File: config.mk
export PLATFORM = sky130hd
export DESIGN_NAME = ram_arbiter
export DESIGN_NICKNAME = d
export VERILOG_FILES = /design/src/rtl/ram_arbiter.sv
export SDC_FILE = /design/constraint.sdc
export NUM_CORES = 1
export LEC_CHECK = 0
export ABC_AREA = 1
export CAP_MARGIN = 25
export CORE_ASPECT_RATIO = 0.5
export CORE_MARGIN = 2
export CORE_UTILIZATION = 43
export DETAILED_ROUTE_END_ITERATION = 8
export HOLD_SLACK_MARGIN = 0.15
export PLACE_DENSITY = 0.86
export SLEW_MARGIN = 20
export SYNTH_ARGS = -nofsm -noshare
export SYNTH_HDL_FRONTEND = slang
export SYNTH_SLANG_ARGS = --single-unit
File: constraint.sdc
create_clock -name clk -period 2.3 [get_ports clk]
set_clock_uncertainty 0.2 [all_clocks]
set_input_delay 0.46 -clock clk [delete_from_list [all_inputs] [get_ports clk]]
set_output_delay 0.46 -clock clk [all_outputs]
set_load 0.02 [all_outputs]
File: src/rtl/ram_arbiter.sv
// ram_arbiter: round-robin two-master arbiter and two-state access sequencer for the byte-lane data RAM
module ram_arbiter (
  input  logic        clk,
  input  logic        rst,
  input  logic        m0_req,
  input  logic        m0_we,
  input  logic [3:0]  m0_sel,
  input  logic [31:0] m0_addr,
  input  logic [31:0] m0_wdata,
  output logic        m0_gnt,
  output logic        m0_ack,
  output logic [31:0] m0_rdata,
  input  logic        m1_req,
  input  logic        m1_we,
  input  logic [3:0]  m1_sel,
  input  logic [31:0] m1_addr,
  input  logic [31:0] m1_wdata,
  output logic        m1_gnt,
  output logic        m1_ack,
  output logic [31:0] m1_rdata,
  output logic        ram_we,
  output logic [3:0]  ram_sel,
  output logic [31:0] ram_addr,
  output logic [31:0] ram_wdata,
  input  logic [31:0] ram_rdata
);
  typedef enum logic {IDLE, ACCESS} state_t;
  state_t      state;
  logic        prio, id, we_q, win, grant, access;
  logic [3:0]  sel_q;
  logic [31:0] addr_q, wdata_q;
  // prio only breaks a tie; a lone requester always wins
  always_comb begin
    win = (m0_req & m1_req) ? prio : m1_req;
    grant = (state == IDLE) & ~rst & (m0_req | m1_req);
    access = state == ACCESS;
  end
  assign m0_gnt    = grant & ~win;
  assign m1_gnt    = grant & win;
  assign ram_we    = access & we_q & ~rst;
  assign ram_sel   = access ? sel_q : '0;
  assign ram_addr  = access ? addr_q : '0;
  assign ram_wdata = access ? wdata_q : '0;
  // latch the winner in IDLE, run one RAM cycle, then register the response
  always_ff @(posedge clk) begin
    if (rst) begin
      state <= IDLE;
      prio <= 1'b0;
      id <= 1'b0;
      we_q <= 1'b0;
      sel_q <= '0;
      addr_q <= '0;
      wdata_q <= '0;
      m0_ack <= 1'b0;
      m1_ack <= 1'b0;
      m0_rdata <= '0;
      m1_rdata <= '0;
    end else begin
      state <= grant ? ACCESS : IDLE;
      m0_ack <= access & ~id;
      m1_ack <= access & id;
      m0_rdata <= (access & ~id & ~we_q) ? ram_rdata : '0;
      m1_rdata <= (access & id & ~we_q) ? ram_rdata : '0;
      if (grant) begin
        prio <= ~win;
        id <= win;
        we_q <= win ? m1_we : m0_we;
        sel_q <= win ? m1_sel : m0_sel;
        addr_q <= win ? m1_addr : m0_addr;
        wdata_q <= win ? m1_wdata : m0_wdata;
      end
    end
  end
endmodule

Word-level counts from Yosys, hierarchy flattened:

Cells that the tools add are included.

* multiplexer cells: 9
* bitwise gates (word level): 19
* reduce and logical (&&, ||, !) cells: 2

Operators with widths (count)
* $mux W32: 4
* $and A1 B1 Y1: 11
* $mux W4: 2
* $not A1 Y1: 7
* $reduce_or A2 Y1: 2
* $mux W1: 3
* $or A1 B1 Y1: 1

* flip-flop bits (word level): 138
* bits of input ports: 174
* output and inout bits: 137
* word-level logic and storage cells: 41

Longest topological paths before layout:

* depth after elaboration: 5
* mapped depth: 9
* mapped depth without buffers: 7

Worst setup path before layout:

OpenSTA, ideal clock, no wires.

* kind: input port to output port
* from: input port m1_req
* to: output port m0_gnt
* data arrival time: 1.235 ns
* data required time: 1.640 ns
* slack: 0.405 ns
* stages on the path: 5
* buffers on the path: 2
* path through: buf_4 -> nand2_2 -> clkbuf_1 -> nand2_1 -> inv_1

* longest elaborated chain between the ends: 4
* elaborated cells on any way between the ends: 6
* classes of those cells: 1 x mux; 5 x bitwise

Ends and longest elaborated chain
* start, declared: RTL line 13 `input logic m1_req,`
* $and A1 B1 Y1: RTL line 34 `win = (m0_req & m1_req) ? prio : m1_req;`
* $mux W1: RTL line 34
* $not A1 Y1: RTL line 38 `assign m0_gnt = grant & ~win;`
* $and A1 B1 Y1 *: RTL line 38
* end, declared: RTL line 10 `output logic m0_gnt,`

Mark *: on every way between the ends. The rest lies on a longest branch, timed or not.

Worst setup path after layout:

* from: input port rst
* to: register wdata_q[1]

* longest elaborated chain between the ends: 3

Ends and longest elaborated chain
* start, declared: RTL line 4 `input logic rst,`
* $not A1 Y1: RTL line 35 `grant = (state == IDLE) & ~rst & (m0_req | m1_req);`
* $and A1 B1 Y1 (2 in a row): RTL line 35
* end signal, assigned: RTL line 70 `wdata_q <= win ? m1_wdata : m0_wdata;`
* end, declared: RTL line 31 `logic [31:0] addr_q, wdata_q;`

Parallel ways exist; a longest one is shown, timed or not.
A chain may end at the register's enable or synchronous reset.

==> flow_metrics.tcl <==
set metrics [dict create \
    status "finished clean" \
    cts_setup_buffers 0 \
    diodes 0 \
    worstHoldPathType "register to register" \
    async_flop_share 0 \
    cts.clk_slew.worst_paths_ps 60 \
    die_area_um2 14800 \
    powerDensity_nw_per_um2 639 \
    synthTopCellsByArea "dfxtp_1, nand2_1, nand3_1" \
    initial_core_util 0.440 \
    yosysMostFrequentCell "nand2_1" \
    p_leak_uw 0.00533 \
    yosysWarnings 0 \
    first_pass_iters 5 \
    path_max_fanout 38 \
    setup_tns_ps 0 \
    die-width_um 170 \
    die-height_um 87.2 \
    io_pins 311 \
    gp_congestion 0.813 \
    post-route-min-period_ps 2190 \
    syn_inst 875 \
    postSynthAreaPerCell_um2 6.80 \
    cp.required_ps 2450 \
    rsz0062_at_grt "no" \
    cap_violations 0 \
    ys_types 19 \
    synth_edf_count 0 \
    grt_pass1_vias 6385 \
    hold_viol 0 \
    grt_remaining_overflow 0 \
    arrival_ps 2340 \
    cts_tree "yes" \
    fmax_ghz 0.457 \
    drt_iter0_markers 552 \
    cts_made_buffers 17 \
    grt_pass1_wl_mm 31.0 \
    postPlaceCellArea_um2 9200 \
    numPortBuffers 310 \
    max_slew.worst_pin.slew_ps 800 \
    routedWlPerCell_um 14.9 \
    htree_levels 4 \
    root_buffer "clkbuf_16" \
    wirelength_mm 20.1 \
    n_fill_cell 1087 \
    cp-start-kind "primary input" \
    rows 30 \
    synthTopCellsByCount "nand2_1, inv_1, nand3_1" \
    via_count 6722 \
    slew_violations 0 \
    cts_max_path_buffers 2 \
    yosysTopAreaCellShare 0.464 \
    drc 0 \
    grt_usage 0.265 \
    final.period_utilization 0.951 \
    synth_largest_area_cell "dfxtp_1" \
    antenna_found_initial 0 \
    power_uw 6170 \
    cp-end-kind "register" \
    worstSetupPathType "primary input to register" \
    synth_area_um2 5950 \
    synthFlopType "dfxtp_1" \
    ir_drop_mv 0.500 \
    ant_nets 0 \
    fin_area_um2 9670 \
    ys_seq_elements 138 \
    vias_per_cell 4.98 \
    syn_nets 1049 \
    dpl.hpwl_mm 13.9 \
    cts_sinks 138 \
    coreArea_um2 13500 \
    yosysSeqAreaShare 0.464 \
    area_growth_pct 62.6 \
    finalNetCount 1336 \
    maxSlewHeadroom 0.466 \
    grt_max_degree 72 \
    setup_violations 0 \
    drive_gt1_frac 0.0562 \
    clock_latency_ps 400 \
]
[critical path, cell delays in order]
cell and delay [ps]:
clkdlybuf4s50_1 450, buf_4 170, nor2_4 80, buf_4 370, buf_6 360, nand4_1 140, nand3_1 130, nand2_1 70
inv_1 80
[per-layer routing]
layer / part of all wire / routed length [um] / track usage
met3: 0.073 / 1460 / 0.0559
met5: 0 / 0 / 0
met1: 0.39 / 7810 / 0.306
met4: 0.041 / 826 / 0.142
met2: 0.50 / 9980 / 0.469
[layout by cell type (no fill, tap or decap), types with 2 or more instances in the layout]
| master | n |
|---|---|
| dfxtp_1 | 137 |
| inv_2 | 2 |
| buf_2 | 3 |
| clkinv_4 | 2 |
| buf_12 | 4 |
| nand2_1 | 213 |
| nand3_1 | 139 |
| dlygate4sd2_1 | 68 |
| nor2_1 | 68 |
| clkinvlp_4 | 3 |
| nand4_1 | 69 |
| inv_8 | 3 |
| buf_4 | 17 |
| nor2_4 | 2 |
| clkdlybuf4s50_1 | 238 |
| inv_1 | 173 |
| clkbuf_16 | 17 |
| inv_6 | 6 |
| nand2_2 | 2 |
[path summary, 6_finish.rpt]
check | startpoint | endpoint | slack [ps] | cells past startpoint
setup / recovery | rst | wdata_q[1] | 110 | 9
hold / removal | prio | prio | 270 | 2
setup reg to reg | access | addr_q[12] | 300 | 8
hold reg to reg | prio | prio | 270 | 2
[where the power goes]
group,switching [uW],internal [uW]
Clock,1130,1420
Combinational,550,509
Sequential,58.0,2510
[final cells by class]
| type | count | area [um2] | area share |
|---|---|---|---|
| multi-input cells | 497 | 2250 | 0.233 |
| well taps | 176 | 220 | 0.0228 |
| repair buffers | 332 | 3220 | 0.333 |
| clock buffers | 18 | 429 | 0.0444 |
| inverters | 176 | 661 | 0.0683 |
| clock inverters | 14 | 126 | 0.0131 |
| flip-flops and latches | 138 | 2770 | 0.286 |
[per-stage QoR]
step / utilization / cells / hold WS (ps) / setup WS (ps)
final: 0.716 / 1351 / 266 / 114
after global routing: 0.716 / 1351 / 291 / 13.1
after CTS: 0.717 / 1351 / 268 / 10.4
after detailed placement: 0.680 / 1319 / 258 / -342
after global placement: 0.680 / 1319 / 252 / -302
after floorplan: - / 875 / 230 / 405
[kinds of logic (layout without fill, tap and decap cells)]
kind of cell,Yosys count,after routing,share of synthesized area
buf+inv,240,540,0.159
simple gates,494,494,0.374
flops,138,138,0.464
compound gates,3,3,0.00315
[registers in the layout, summed over array words and instances, names as in the netlist]
register,flops
we_q,1
m0_ack,1
wdata_q,32
addr_q,32
access,1
prio,1
id,1
m1_rdata,32
sel_q,4
m0_rdata,32
m1_ack,1
[what timing repair did]
action                                  CTS  global route
endpoints found under the setup margin   71            41
hold buffers                              0             0
pin swaps                                 0             0
resized for setup                        80             4
Power figures use the tool's default switching activity.
